**src/rtl/spike_layer_sequencer_pkg.sv**
```systemverilog
// spiking_pkg: sequencer states, leak shift and the saturating add shared by the layer
package spiking_pkg;
    typedef enum logic [2:0] {IDLE, ACCUM, DRAIN, UPDATE, OUTPUT} seq_state_t;
    localparam int LEAK_SHIFT = 2;
    // Clamps a+b to a signed range of `width` bits; the caller truncates the result to that width.
    function automatic logic signed [31:0] sat_add(input logic signed [31:0] a, input logic signed [31:0] b, input int unsigned width);
        logic signed [32:0] s;
        logic signed [32:0] hi;
        logic signed [32:0] lo;
        s = {a[31], a} + {b[31], b};
        hi = (33'sd1 <<< (width - 1)) - 33'sd1;
        lo = -(33'sd1 <<< (width - 1));
        return s > hi ? hi[31:0] : s < lo ? lo[31:0] : s[31:0];
    endfunction
endpackage

```
**src/rtl/spike_layer_sequencer_if.sv**
```systemverilog
// spike_layer_sequencer_if: frame handshake, weight-memory port and output spike frame
interface spike_layer_sequencer_if #(
    parameter int INPUT_COUNT = 4,
    parameter int NEURON_COUNT = 4,
    parameter int WEIGHT_WIDTH = 8,
    parameter int ADDR_WIDTH = $clog2(NEURON_COUNT * INPUT_COUNT)
);
    logic in_valid;
    logic in_ready;
    logic [INPUT_COUNT-1:0] pos_spike_in;
    logic [INPUT_COUNT-1:0] neg_spike_in;
    logic [ADDR_WIDTH-1:0] w_addr;
    logic [WEIGHT_WIDTH-1:0] w_data;
    logic out_valid;
    logic out_ready;
    logic [NEURON_COUNT-1:0] pos_spike_out;
    logic [NEURON_COUNT-1:0] neg_spike_out;
    logic busy;
    modport master (
        output in_valid, pos_spike_in, neg_spike_in, w_data, out_ready,
        input in_ready, w_addr, out_valid, pos_spike_out, neg_spike_out, busy
    );
    modport slave (
        input in_valid, pos_spike_in, neg_spike_in, w_data, out_ready,
        output in_ready, w_addr, out_valid, pos_spike_out, neg_spike_out, busy
    );
endinterface

```
**src/rtl/spike_layer_sequencer_accumulator.sv**
```systemverilog
// spike_accumulator: registered saturating accumulator adding +w, -w or 0 per spike pair
module spike_accumulator
    import spiking_pkg::*;
#(
    parameter int WEIGHT_WIDTH = 8,
    parameter int SUM_WIDTH = 12
) (
    input logic clk,
    input logic reset,
    input logic clear,
    input logic en,
    input logic pos,
    input logic neg,
    input logic signed [WEIGHT_WIDTH-1:0] w_data,
    output logic signed [SUM_WIDTH-1:0] acc
);
    logic signed [SUM_WIDTH-1:0] w_ext;
    logic signed [SUM_WIDTH-1:0] contrib;
    assign w_ext = SUM_WIDTH'(w_data);
    assign contrib = (pos && !neg) ? w_ext : (neg && !pos) ? -w_ext : '0;
    always_ff @(posedge clk) begin
        if (!reset || clear) acc <= '0;
        else if (en) acc <= SUM_WIDTH'(sat_add(32'(acc), 32'(contrib), SUM_WIDTH));
    end
endmodule

```
**src/rtl/spike_layer_sequencer.sv**
```systemverilog
// spike_layer_sequencer: time-multiplexed layer of NEURON_COUNT spiking neurons over one accumulate path
// Define SPIKE_LEAK_EN to leak each potential by a quarter toward zero before every update.
module spike_layer_sequencer
    import spiking_pkg::*;
#(
    parameter int INPUT_COUNT = 4,
    parameter int NEURON_COUNT = 4,
    parameter int WEIGHT_WIDTH = 8,
    parameter int SUM_WIDTH = 12,
    parameter int POS_THRESHOLD = 10,
    parameter int NEG_THRESHOLD = -10
) (
    input logic clk,
    input logic reset,
    spike_layer_sequencer_if.slave bus
);
    localparam int AW = $clog2(NEURON_COUNT * INPUT_COUNT);
    localparam int JW = NEURON_COUNT > 1 ? $clog2(NEURON_COUNT) : 1;
    localparam int IW = INPUT_COUNT > 1 ? $clog2(INPUT_COUNT) : 1;
    seq_state_t state;
    seq_state_t state_d;
    logic [JW-1:0] j;
    logic [IW-1:0] i;
    logic [IW-1:0] i_q;
    logic en_q;
    logic [AW-1:0] addr;
    logic [INPUT_COUNT-1:0] pos_in;
    logic [INPUT_COUNT-1:0] neg_in;
    logic [NEURON_COUNT-1:0] pos_out;
    logic [NEURON_COUNT-1:0] neg_out;
    logic signed [SUM_WIDTH-1:0] pot [NEURON_COUNT];
    logic signed [SUM_WIDTH-1:0] acc;
    logic signed [SUM_WIDTH-1:0] base;
    logic signed [SUM_WIDTH-1:0] p;
    logic accept;
    logic last_i;
    logic last_j;
    logic fire_p;
    logic fire_n;
    assign accept = state == IDLE && bus.in_valid;
    assign last_i = i == IW'(INPUT_COUNT - 1);
    assign last_j = j == JW'(NEURON_COUNT - 1);
    assign bus.in_ready = state == IDLE;
    assign bus.busy = state != IDLE;
    assign bus.out_valid = state == OUTPUT;
    assign bus.w_addr = addr;
    assign bus.pos_spike_out = pos_out;
    assign bus.neg_spike_out = neg_out;
`ifdef SPIKE_LEAK_EN
    assign base = pot[j] - (pot[j] >>> LEAK_SHIFT);
`else
    assign base = pot[j];
`endif
    assign p = SUM_WIDTH'(sat_add(32'(base), 32'(acc), SUM_WIDTH));
    assign fire_p = int'(p) >= POS_THRESHOLD;
    assign fire_n = !fire_p && int'(p) <= NEG_THRESHOLD;
    // Weights return one cycle after issue, so the bit select and enable lag the address by a cycle.
    spike_accumulator #(.WEIGHT_WIDTH(WEIGHT_WIDTH), .SUM_WIDTH(SUM_WIDTH)) u_acc (
        .clk(clk),
        .reset(reset),
        .clear(accept || state == UPDATE),
        .en(en_q),
        .pos(pos_in[i_q]),
        .neg(neg_in[i_q]),
        .w_data(bus.w_data),
        .acc(acc)
    );
    always_ff @(posedge clk) begin
        if (!reset) state <= IDLE;
        else state <= state_d;
    end
    always_comb begin
        state_d = state;
        case (state)
            IDLE: state_d = bus.in_valid ? ACCUM : IDLE;
            ACCUM: state_d = last_i ? DRAIN : ACCUM;
            DRAIN: state_d = UPDATE;
            UPDATE: state_d = last_j ? OUTPUT : ACCUM;
            OUTPUT: state_d = bus.out_ready ? IDLE : OUTPUT;
            default: state_d = IDLE;
        endcase
    end
    always_ff @(posedge clk) begin
        if (!reset) begin
            j <= '0;
            i <= '0;
            i_q <= '0;
            en_q <= 1'b0;
            addr <= '0;
            pos_in <= '0;
            neg_in <= '0;
            pos_out <= '0;
            neg_out <= '0;
            for (int k = 0; k < NEURON_COUNT; k++) pot[k] <= '0;
        end else begin
            en_q <= state == ACCUM;
            i_q <= i;
            if (accept) begin
                pos_in <= bus.pos_spike_in;
                neg_in <= bus.neg_spike_in;
                j <= '0;
                i <= '0;
                addr <= '0;
                pos_out <= '0;
                neg_out <= '0;
            end
            if (state == ACCUM && !last_i) begin
                i <= i + 1'b1;
                addr <= addr + 1'b1;
            end
            // Addresses are j*INPUT_COUNT+i, so the next neuron simply continues the sequence.
            if (state == UPDATE) begin
                pot[j] <= (fire_p || fire_n) ? '0 : p;
                pos_out[j] <= fire_p;
                neg_out[j] <= fire_n;
                if (!last_j) begin
                    j <= j + 1'b1;
                    i <= '0;
                    addr <= addr + 1'b1;
                end
            end
            if (state == OUTPUT && bus.out_ready) begin
                pos_out <= '0;
                neg_out <= '0;
            end
        end
    end
endmodule

```
**src/flat_wrapper.sv**
```systemverilog
// flat-port wrapper written by rule: the top's interface ports become plain ports
module spike_layer_sequencer_flat import spiking_pkg::*;
#(
    parameter int INPUT_COUNT = 4,
    parameter int NEURON_COUNT = 4,
    parameter int WEIGHT_WIDTH = 8,
    parameter int SUM_WIDTH = 12,
    parameter int POS_THRESHOLD = 10,
    parameter int NEG_THRESHOLD = -10
)
  (clk, reset, bus_in_valid, bus_pos_spike_in, bus_neg_spike_in, bus_w_data, bus_out_ready, bus_in_ready, bus_w_addr, bus_out_valid, bus_pos_spike_out, bus_neg_spike_out, bus_busy);
  spike_layer_sequencer_if #(.INPUT_COUNT(INPUT_COUNT), .NEURON_COUNT(NEURON_COUNT), .WEIGHT_WIDTH(WEIGHT_WIDTH)) bus_i ();
  input logic clk;
  input logic reset;
  input wire logic [$bits(bus_i.in_valid)-1:0] bus_in_valid;
  input wire logic [$bits(bus_i.pos_spike_in)-1:0] bus_pos_spike_in;
  input wire logic [$bits(bus_i.neg_spike_in)-1:0] bus_neg_spike_in;
  input wire logic [$bits(bus_i.w_data)-1:0] bus_w_data;
  input wire logic [$bits(bus_i.out_ready)-1:0] bus_out_ready;
  output wire logic [$bits(bus_i.in_ready)-1:0] bus_in_ready;
  output wire logic [$bits(bus_i.w_addr)-1:0] bus_w_addr;
  output wire logic [$bits(bus_i.out_valid)-1:0] bus_out_valid;
  output wire logic [$bits(bus_i.pos_spike_out)-1:0] bus_pos_spike_out;
  output wire logic [$bits(bus_i.neg_spike_out)-1:0] bus_neg_spike_out;
  output wire logic [$bits(bus_i.busy)-1:0] bus_busy;
  assign bus_i.in_valid = bus_in_valid;
  assign bus_i.pos_spike_in = bus_pos_spike_in;
  assign bus_i.neg_spike_in = bus_neg_spike_in;
  assign bus_i.w_data = bus_w_data;
  assign bus_i.out_ready = bus_out_ready;
  assign bus_in_ready = bus_i.in_ready;
  assign bus_w_addr = bus_i.w_addr;
  assign bus_out_valid = bus_i.out_valid;
  assign bus_pos_spike_out = bus_i.pos_spike_out;
  assign bus_neg_spike_out = bus_i.neg_spike_out;
  assign bus_busy = bus_i.busy;
  spike_layer_sequencer #(.INPUT_COUNT(INPUT_COUNT), .NEURON_COUNT(NEURON_COUNT), .WEIGHT_WIDTH(WEIGHT_WIDTH), .SUM_WIDTH(SUM_WIDTH), .POS_THRESHOLD(POS_THRESHOLD), .NEG_THRESHOLD(NEG_THRESHOLD)) u_core (.clk(clk), .reset(reset), .bus(bus_i));
endmodule
```
**config.mk**
```make
export PLATFORM = sky130hd
export DESIGN_NAME = spike_layer_sequencer_flat
export DESIGN_NICKNAME = d
export VERILOG_FILES = /design/src/rtl/spike_layer_sequencer_pkg.sv /design/src/rtl/spike_layer_sequencer_if.sv /design/src/rtl/spike_layer_sequencer_accumulator.sv /design/src/rtl/spike_layer_sequencer.sv /design/src/flat_wrapper.sv
export SDC_FILE = /design/constraint.sdc
export NUM_CORES = 1
export LEC_CHECK = 0
export BUFFER_PORTS_ARGS = -buffer_cell sky130_fd_sc_hd__buf_2
export CORE_MARGIN = 8
export CORE_UTILIZATION = 45
export DETAILED_ROUTE_END_ITERATION = 7
export PLACE_DENSITY = 0.65
export SETUP_SLACK_MARGIN = 0.1
export SLEW_MARGIN = 20
export SYNTH_ARGS = -nofsm -noshare
export SYNTH_HDL_FRONTEND = slang
export SYNTH_SLANG_ARGS = --single-unit
export TNS_END_PERCENT = 100
```
**constraint.sdc**
```tcl
create_clock -name clk -period 11.7 [get_ports clk]
set_clock_uncertainty 0.05 [all_clocks]
set_input_delay 2.34 -clock clk [delete_from_list [all_inputs] [get_ports clk]]
set_output_delay 2.34 -clock clk [all_outputs]
set_load 0.02 [all_outputs]
```
==> metrics, run 1 <==
clock sink count=90; GRT Util Overall=15.3%; Root Buffer=clkbuf_16; die area=15600 um2; H-tree Lvls=3; via count=4231; Hold Path Origin=u_core.bus.neg_spike_out[3]$_SDFF_PP0_; Die X-Extent=125 um; crit end category=flip-flop; Fmax achieved=0.180 GHz; share of cells above drive strength 1=14.9%; cts hold-fix bufs=0; EDFF count, synth=48; Synth Instances=552; antenna-violating nets left=0; Rows=39; post-layout min period=5.54 ns; first-pass GRT wire length=19500 um; Post-synth ARST share=0%; Slew Limit Fails=0; FILL cells=1066; TNS Setup=0 ns; Final Power=0.732 mW; worst hold slack=0.411 ns; final std cells w/o fill=727; post-CTS sizing=0; Yosys top cell area share=27.0%; CTS tree=yes; routability-driven placement congestion ratio=0.797; Top FF cell, synth=edfxtp_1; outcome=finished, final reports clean; antenna diode count=0; CP startpoint=bus_w_data[1]; initial DRC count=301; detailed-route vias per instance=5.82; RSZ-0062 raised after global routing=false; sequential cell area=2280 um2; Multi-input gate area=2930 um2; total placed cells including tap cells=711; final core utilization=51.7%; Slew headroom=24.7%; deepest clock path buffer count=2; Synth Area per Inst=9.67 um2; PwrDens=123 nW/um2; Port Buffers=34; Layout area overhead=11.5%; maximum fanout count along the critical path=12; Yosys warning total=0; Mapped Nets=605; Overflow after GRT=0; Worst-path clk slew=0.07 ns; CP Class=in2reg; final net count=632; drt first pass iters=5; Residual DRC=0; CP startpoint kind=primary input; post-synth top area cell=edfxtp_1; WP data required=11.91 ns; height of the chip=125 um; Setup-failing EPs final=0; post-CTS setup buffer count=0; Post-Syn Area=5340 um2; wire per inst=16.3 um; register bit total from synthesis=90; clk_lat worst skew=0.35 ns; Hold Violations, Final=0; Synth area leaders=edfxtp_1 (27%), dfxtp_1 (16%), ha_1 (7.3%); vias in the first global route=4098; CP arrival=5.75 ns; post-synthesis sequential area ratio=42.7%; max cap viols=0; Crit Reg-Reg Startpoint=u_core.j[0]$_SDFF_PN0_; Core Box Area=11500 um2; CTS buffer count=9; VDD IR max=0.000120 V; cell leakage power=2.39 nW; final wirelength=11800 um; Final HPWL DP=8520 um; Starting Density=46.4%; distinct cell type count after synthesis=59; largest net degree at the start of global routing=27; HP Class=reg2reg; final worst path period share=47.4%; # IOs=35; Tightest Pin Transition=1.12 ns; initial antenna violation count=0
[metal layers]
metal	wire length, um	track usage, %	part of all wire, %
met1	5340	18.4	45
met2	5770	25.7	49
met3	500	3.90	4.2
met4	224	6.30	1.9
met5	0	0	0
[worst paths after layout]
kind | depth (start not counted) | slack, ns | end
setup reg to reg | 12 | 6.57 | u_core.pot[1][9]$_SDFFCE_PN0P_
hold reg to reg | 2 | 0.41 | u_core.bus.neg_spike_out[3]$_SDFF_PP0_
setup / recovery | 14 | 6.16 | u_core.u_acc.acc[0]$_SDFFE_PP0P_
hold / removal | 2 | 0.41 | u_core.bus.neg_spike_out[3]$_SDFF_PP0_
[kinds of logic (layout without fill, tap and decap cells)]
kind of cell	Yosys count	count (layout)	share of synthesized area, %
AOI/OAI and AO/OA	143	143	17.9
xor gates and xnor gates	19	19	3.12
adders and majority gates	34	34	8.20
buffers and inverters	37	69	2.69
DFF	90	90	42.7
muxes	15	15	6.12
and+or+nand+nor	214	214	19.2
[worst max-delay path, cell delays in order]
cell      delay, ns
buf_2          0.11
nor3_1         0.27
or3b_2         0.52
nor2_1         0.09
o21ai_0        0.07
o21ai_0        0.10
ha_1           0.29
or2_2          0.30
o311a_1        0.15
a41o_1         0.26
o41ai_1        0.31
xnor2_1        0.43
o21ai_0        0.22
a311oi_1       0.28
[layout by cell type (no fill, tap or decap), types with 6 or more instances in the layout]
| cell type | n |
|---|---|
| mux4_2 | 14 |
| nor3_1 | 13 |
| ha_1 | 31 |
| a21boi_0 | 11 |
| nor2b_1 | 12 |
| o21a_1 | 6 |
| nand2b_1 | 8 |
| buf_2 | 34 |
| buf_4 | 7 |
| and2_1 | 14 |
| nor2_1 | 77 |
| edfxtp_1 | 48 |
| a21oi_1 | 21 |
| dfxtp_1 | 42 |
| and3_1 | 6 |
| o22ai_1 | 8 |
| xnor2_1 | 11 |
| nand2_1 | 52 |
| a211oi_1 | 14 |
| clkbuf_16 | 9 |
| o21ai_0 | 40 |
| xor2_1 | 8 |
| inv_1 | 11 |
| nand3_1 | 10 |
[final cells by class]
cell class	count	area share, %
multi-input combinational	425	49.2
timing repair buffer	41	3.74
clock inverter	7	1.18
inverter	12	0.757
clock buffer	9	3.78
tap	143	3.01
sequential	90	38.3
[where the power goes]
group	internal (mW)	leakage [nW]	switching, mW	total, mW
Combinational	0.0357	1.41	0.0603	0.0960
Sequential	0.342	0.837	0.00687	0.349
Clock	0.150	0.142	0.137	0.287
Total	0.528	2.39	0.204	0.732
[per-stage QoR]
step | worst slack, ns | instance area [um2]
6_report | 6.16 | 5950
5_1_grt | 5.92 | 5950
4_1_cts | 6.16 | 5950
3_5_place_dp | 5.79 | 5660
3_3_place_gp | 5.88 | 5660
2_1_floorplan | 6.28 | 5340
[registers in the layout, summed over array words and instances, names as in the netlist]
name                      cells
u_core.en_q                   1
u_core.pos_in                 4
u_core.bus.w_addr             4
u_core.j                      2
u_core.state                  3
u_core.bus.pos_spike_out      4
u_core.bus.neg_spike_out      4
u_core.i                      2
u_core.neg_in                 4
u_core.u_acc.acc             12
u_core.i_q                    2
u_core.pot                   48
[Yosys cell counts, types with 5 or more instances]
library cell	n
o21a_1	6
o31ai_1	8
dfxtp_1	42
nand2_1	52
edfxtp_1	48
nor2_1	77
nor2b_1	12
ha_1	31
a211oi_1	14
a21boi_0	11
and3_1	6
a21oi_1	21
a21o_1	5
clkbuf_1	20
o21ai_0	40
nand2b_1	8
mux4_2	14
and2_1	14
nand3_1	10
xor2_1	8
xnor2_1	11
o22ai_1	8
inv_1	11
nor3_1	13
No activity file was read; power rests on OpenSTA's default activity.
==> inputs of run 2 (changes only) <==
Settings changed: ABC_AREA from default to 1, PLACE_DENSITY 0.65 to 0.67.
Clock period 11.7 ns to 4.7 ns, I/O delays scaled along.
==> run 2 against run 1 <==
Net effect: clock power up 140%; sequential share of layout area is 2.9 points lower; combinational power rose to 3.4 times the previous value; critical path type is now reg2reg; largest cell class unchanged.
==> metrics, run 2 <==
RSZ-0062 raised after global routing=false; Synth Instances=721; Seq pwr share=46.3%; deepest clock path buffer count=2; CP arrival=4.23 ns; first-pass GRT wire length=22200 um; Tightest Pin Transition=0.751 ns; final std cells w/o fill=934; Fmax achieved=0.246 GHz; Biggest register=u_core.pot; wire per inst=14.5 um; Slew Limit Fails=0; post-CTS setup buffer count=0; cell family with most CP delay=simple AND/OR/NAND/NOR gates; WP data required=4.86 ns; Worst-path clk slew=0.07 ns; Met3 Routed Length=475 um; post-synthesis sequential area ratio=39.2%; number of flip-flops in the largest register=48; Rows=41; share of cells above drive strength 1=19.0%; crit end category=flip-flop; Mapped Nets=774; number of buffers and inverters on the critical path=1; # IOs=35; Comb power frac=17.2%; DR top layer=met4; post-synth top area cell=edfxtp_1; Pint=1.33 mW; die area=16800 um2; height of the chip=130 um; total placed cells including tap cells=918; Port Buffers=34; count leader, synth=nand2_1; most common cell after layout, fill and taps aside=nand2_1; largest net degree at the start of global routing=30; initial antenna violation count=0; maximum fanout count along the critical path=23; final worst path period share=86.6%; Slowest cell on crit path=fa_1; cell leakage power=2.84 nW; HP Class=reg2reg; Crit Reg-Reg Startpoint=u_core.j[0]$_SDFF_PN0_; H-tree Lvls=3; outcome=finished, final reports clean; Residual DRC=0; clock sink count=90; Synth Area per Inst=8.08 um2; antenna diode count=0; reported net switching power=0.547 mW; vias in the first global route=4654; initial DRC count=302; GRT Util Overall=16.7%; Setup-failing EPs final=0; Post-synth ARST share=0%; Met1 Wirelength=6290 um; biggest registers after layout=u_core.pot: 48 flops, u_core.u_acc.acc: 12 flops; CP startpoint kind=flip-flop; Synth area leaders=edfxtp_1 (25%), dfxtp_1 (14%), nand2_1 (7.3%); via count=4873; post-CTS sizing=0; register bit total from synthesis=90; distinct cell type count after synthesis=40; CP peak stage delay=0.42 ns; max cap viols=0; Final HPWL DP=10000 um; Hold Path Origin=u_core.neg_in[2]$_SDFFE_PN0P_; CP cell instances=inv_1 -> o21ai_0 -> o22ai_1 -> ha_1 -> fa_1 -> nand3_1 -> nand2_2 -> nand3_2 -> nand3_1 -> nand2_2 -> nand2_8 -> nand2_4 -> nand2_1 -> nand2_1 -> nand2_1 -> nor2_2 -> nand3_4 -> nand2_4 -> nand4_1 -> nor2_1; PwrDens=292 nW/um2; Top FF cell, synth=edfxtp_1; VDD IR max=0.000234 V; Yosys top cell area share=24.7%; CP startpoint=u_core.j[0]$_SDFF_PN0_; Slew headroom=49.9%; Starting Density=46.2%; Overflow after GRT=0; final net count=810; antenna-violating nets left=0; most frequent cells in the layout=nand2_1 (114), nor2_1 (100), inv_1 (72); Post-Syn Area=5830 um2; CTS tree=yes; TNS Setup=0 ns; CTS buffer count=9; cts hold-fix bufs=0; Core Box Area=12600 um2; Die X-Extent=130 um; detailed-route vias per instance=5.22; top cells by count, synth=nand2_1 (114), nor2_1 (101), inv_1 (72), o21ai_0 (54), edfxtp_1 (48); DR WL met2=6610 um; r2r setup slk=0.63 ns; clock share of power=36.4%; Layout area overhead=10.5%; final wirelength=13600 um; Hold Violations, Final=0; EDFF count, synth=48; Root Buffer=clkbuf_16; routability-driven placement congestion ratio=0.870; sw frac=29.1%; post-layout min period=4.07 ns; Yosys warning total=0; CP Class=reg2reg; drt first pass iters=6; most used cell, CP=nand2_1; clk_lat worst skew=0.35 ns
-- run 2: cell types whose count changed after synthesis, sizes merged, moves of 12 or more --
cell | before | now
a21oi | 21 | 47
nor2b | 12 | 0
inv | 11 | 87
nand3 | 10 | 50
nand4 | 3 | 16
a211oi | 15 | 2
nor2 | 77 | 134
and2 | 14 | 0
mux4 | 14 | 0
nand2 | 52 | 131
o21ai | 41 | 54
-- run 2: area by class of cell --
class	instances	area (um2)
repair buffers	45	253
clock buffers	11	243
fillers	1236	6180
flip-flops and latches	90	2280
multi-input cells	523	3070
well taps	172	215
inverters	88	335
clock inverters	5	36.3
-- run 2: power by group through the flow --
stage	clock network, mW	registers, mW	logic, mW
after floorplan	0	0.883	0.264
after global placement	0	0.887	0.316
after detailed placement	0	0.888	0.321
after CTS	0.702	0.871	0.323
after global routing	0.728	0.874	0.364
final	0.685	0.871	0.324
-- run 2: worst paths after layout --
path | endpoint | depth (start not counted)
setup reg to reg | u_core.pot[2][0]$_SDFFCE_PN0P_ | 20
setup / recovery | u_core.pot[2][0]$_SDFFCE_PN0P_ | 20
hold reg to reg | u_core.neg_in[2]$_SDFFE_PN0P_ | 2
hold / removal | u_core.neg_in[2]$_SDFFE_PN0P_ | 2
-- run 2: through the flow --
| stage | setup WS, ns | util, % | hold slack [ns] | instance area, um2 | power (mW) |
|---|---|---|---|---|---|
| 6_report | 0.628 | 51.0 | 0.406 | 6440 | 1.88 |
| 5_1_grt | 0.281 | 51.0 | 0.432 | 6440 | 1.97 |
| 4_1_cts | 0.646 | 51.0 | 0.411 | 6440 | 1.90 |
| 3_5_place_dp | 0.575 | 48.8 | 0.400 | 6160 | 1.21 |
| 3_3_place_gp | 0.730 | 48.8 | 0.390 | 6160 | 1.20 |
| 2_1_floorplan | 1.18 | - | 0.375 | 5830 | 1.15 |
-- run 2: layer usage --
layer	vias up	GRT usage, %
li1	2485	-
met1	2283	20.5
met2	84	28.6
met3	21	3.06
met4	0	6.63
met5	-	0
-- run 2: worst reg2reg max path: cells and delay by family (launching register included) --
| family | cells | cell delay, ns |
|---|---|---|
| AO/OA/AOI/OAI | 2 | 0.42 |
| buffers and inverters | 1 | 0.32 |
| adder cells (fa/ha/maj) | 2 | 0.66 |
| AND/OR/NAND/NOR | 15 | 2.14 |
| flip-flops | 1 | 0.34 |
-- run 2: cells by family after synthesis --
family,synth area share (%)
simple gates,31.0
compound gates,11.5
buf+inv,8.14
flops,39.2
fa+ha+maj,7.34
xor+xnor,2.86
==> inputs of run 3 (changes only) <==
Settings changed: REMOVE_ABC_BUFFERS from default to 1.
==> run 3 against run 2 <==
Net effect: non-clock buffer count unchanged; via count about the same; critical endpoint is now u_core.pot[0][0]$_SDFFCE_PN0P_; highest routed layer unchanged; flip-flop and latch count unchanged; fmax up 2.6%; total power up 2.0%.
==> metrics, run 3 (synthesized netlist as in run 2, its figures left out) <==
Placed Area=6170 um2; wire per inst=14.9 um; cell leakage power=2.86 nW; cell family with most CP delay=simple AND/OR/NAND/NOR gates; # IOs=35; Worst-path clk slew=0.07 ns; Tightest Pin Transition=0.751 ns; Slew Limit Fails=0; CTS tree=yes; vias in the first global route=4770; Slowest cell on crit path=fa_1; final worst path period share=84.4%; worst-case reg-to-reg path depth=20; CP cell instances=inv_1 -> o21ai_0 -> o22ai_1 -> ha_1 -> fa_1 -> nand3_1 -> nand2_2 -> nand3_2 -> nand3_1 -> nand2_2 -> nand2_8 -> nand2_4 -> nand2_1 -> nand2_1 -> nand2_1 -> nor2_2 -> nand3_4 -> nand2_4 -> nand4_1 -> nor2_1; Slew headroom=49.8%; via count=4875; die area=16800 um2; HP Class=reg2reg; Rows=41; CP startpoint kind=flip-flop; antenna-violating nets left=0; fin area=6460 um2; Final Power=1.92 mW; post-CTS setup buffer count=0; total placed cells including tap cells=918; cts hold-fix bufs=0; deepest clock path buffer count=2; CP arrival=4.12 ns; Setup-failing EPs final=0; most frequent cells in the layout=nand2_1 (114), nor2_1 (100), inv_1 (73); max cap viols=0; antenna diode count=0; Crit Reg-Reg Startpoint=u_core.j[0]$_SDFF_PN0_; H-tree Lvls=3; CP Class=reg2reg; Root Buffer=clkbuf_16; Hold Violations, Final=0; initial DRC count=360; Residual DRC=0; routability-driven placement congestion ratio=0.959; reg2reg end=u_core.pot[0][0]$_SDFFCE_PN0P_; Critical Path End=u_core.pot[0][0]$_SDFFCE_PN0P_; drt first pass iters=5; CTS buffer count=9; GRT Util Overall=17.4%; share of cells above drive strength 1=19.0%; Final HPWL DP=10400 um; biggest registers after layout=u_core.pot: 48 flops, u_core.u_acc.acc: 12 flops; clk_lat worst skew=0.35 ns; final wirelength=13900 um; outcome=finished, final reports clean; Fmax achieved=0.252 GHz; Core Box Area=12600 um2; maximum fanout count along the critical path=22; final net count=810; most used cell, CP=nand2_1; r2r setup slk=0.73 ns; detailed-route vias per instance=5.22; Starting Density=46.2%; final std cells w/o fill=934; Biggest register=u_core.pot; crit end category=flip-flop; PwrDens=297 nW/um2; clock sink count=90; Hold Path Origin=u_core.neg_in[2]$_SDFFE_PN0P_; CP startpoint=u_core.j[0]$_SDFF_PN0_; number of flip-flops in the largest register=48; VDD IR max=0.000312 V; RSZ-0062 raised after global routing=false; CP Depth=20; most common cell after layout, fill and taps aside=nand2_1; FILL cells=1224; Port Buffers=34; first-pass GRT wire length=22800 um; CP peak stage delay=0.42 ns; Overflow after GRT=0; largest net degree at the start of global routing=30; post-layout min period=3.97 ns; number of buffers and inverters on the critical path=1; worst hold slack=0.402 ns; post-CTS sizing=0; initial antenna violation count=0; Die X-Extent=130 um; height of the chip=130 um; Layout area overhead=10.9%; TNS Setup=0 ns; WP data required=4.85 ns
[run 3: cell types whose count changed in the layout (fill, tap and decap cells not counted)]
cell / previous run / this run
buf_12: 0 / 1
inv_4: 0 / 1
clkinv_4: 1 / 0
clkbuf_1: 1 / 0
buf_4: 11 / 10
clkbuf_8: 1 / 0
inv_1: 72 / 73
bufinv_16: 0 / 1
[run 3: metal layers]
| layer | share of wire, % | wire length (um) | vias up | track usage [%] |
|---|---|---|---|---|
| li1 | - | - | 2474 | - |
| met4 | 3.4 | 480 | 0 | 8.27 |
| met5 | 0 | 0 | - | 0 |
| met3 | 5.8 | 801 | 32 | 4.61 |
| met2 | 46 | 6450 | 125 | 27.8 |
| met1 | 44 | 6180 | 2244 | 21.4 |
[run 3: through the flow]
step | worst slack [ns] | util [%]
2_1_floorplan | 0.626 | -
3_3_place_gp | 0.602 | 48.9
4_1_cts | 0.745 | 51.2
5_1_grt | 0.308 | 51.2
3_5_place_dp | 0.520 | 48.9
6_report | 0.732 | 51.2
[run 3: worst min path at each step]
stage                                     to  slack, ns  depth (start not counted)
5_1_grt        u_core.pos_in[1]$_SDFFE_PN0P_       0.43                          2
6_report       u_core.neg_in[2]$_SDFFE_PN0P_       0.40                          2
3_5_place_dp   u_core.neg_in[2]$_SDFFE_PN0P_       0.39                          2
4_1_cts        u_core.neg_in[2]$_SDFFE_PN0P_       0.40                          2
2_1_floorplan  u_core.neg_in[0]$_SDFFE_PN0P_       0.37                          2
3_3_place_gp   u_core.neg_in[2]$_SDFFE_PN0P_       0.39                          2
[run 3: tightest hold or removal path: stages (launching register included)]
cell	delay [ns]
dfxtp_1	0.30
inv_1	0.05
a21oi_1	0.05
[run 3: area by class of cell]
class	count	area (um2)	area share, %
clock inverters	7	67.6	1.05
clock buffers	9	225	3.48
flip-flops and latches	90	2280	35.3
repair buffers	45	265	4.10
well taps	172	215	3.33
multi-input cells	523	3070	47.5
inverters	88	335	5.19
[run 3: power breakdown]
part | switching, mW | internal [mW] | total (mW)
combinational | 0.220 | 0.105 | 0.326
clock | 0.308 | 0.412 | 0.720
sequential | 0.0181 | 0.854 | 0.872
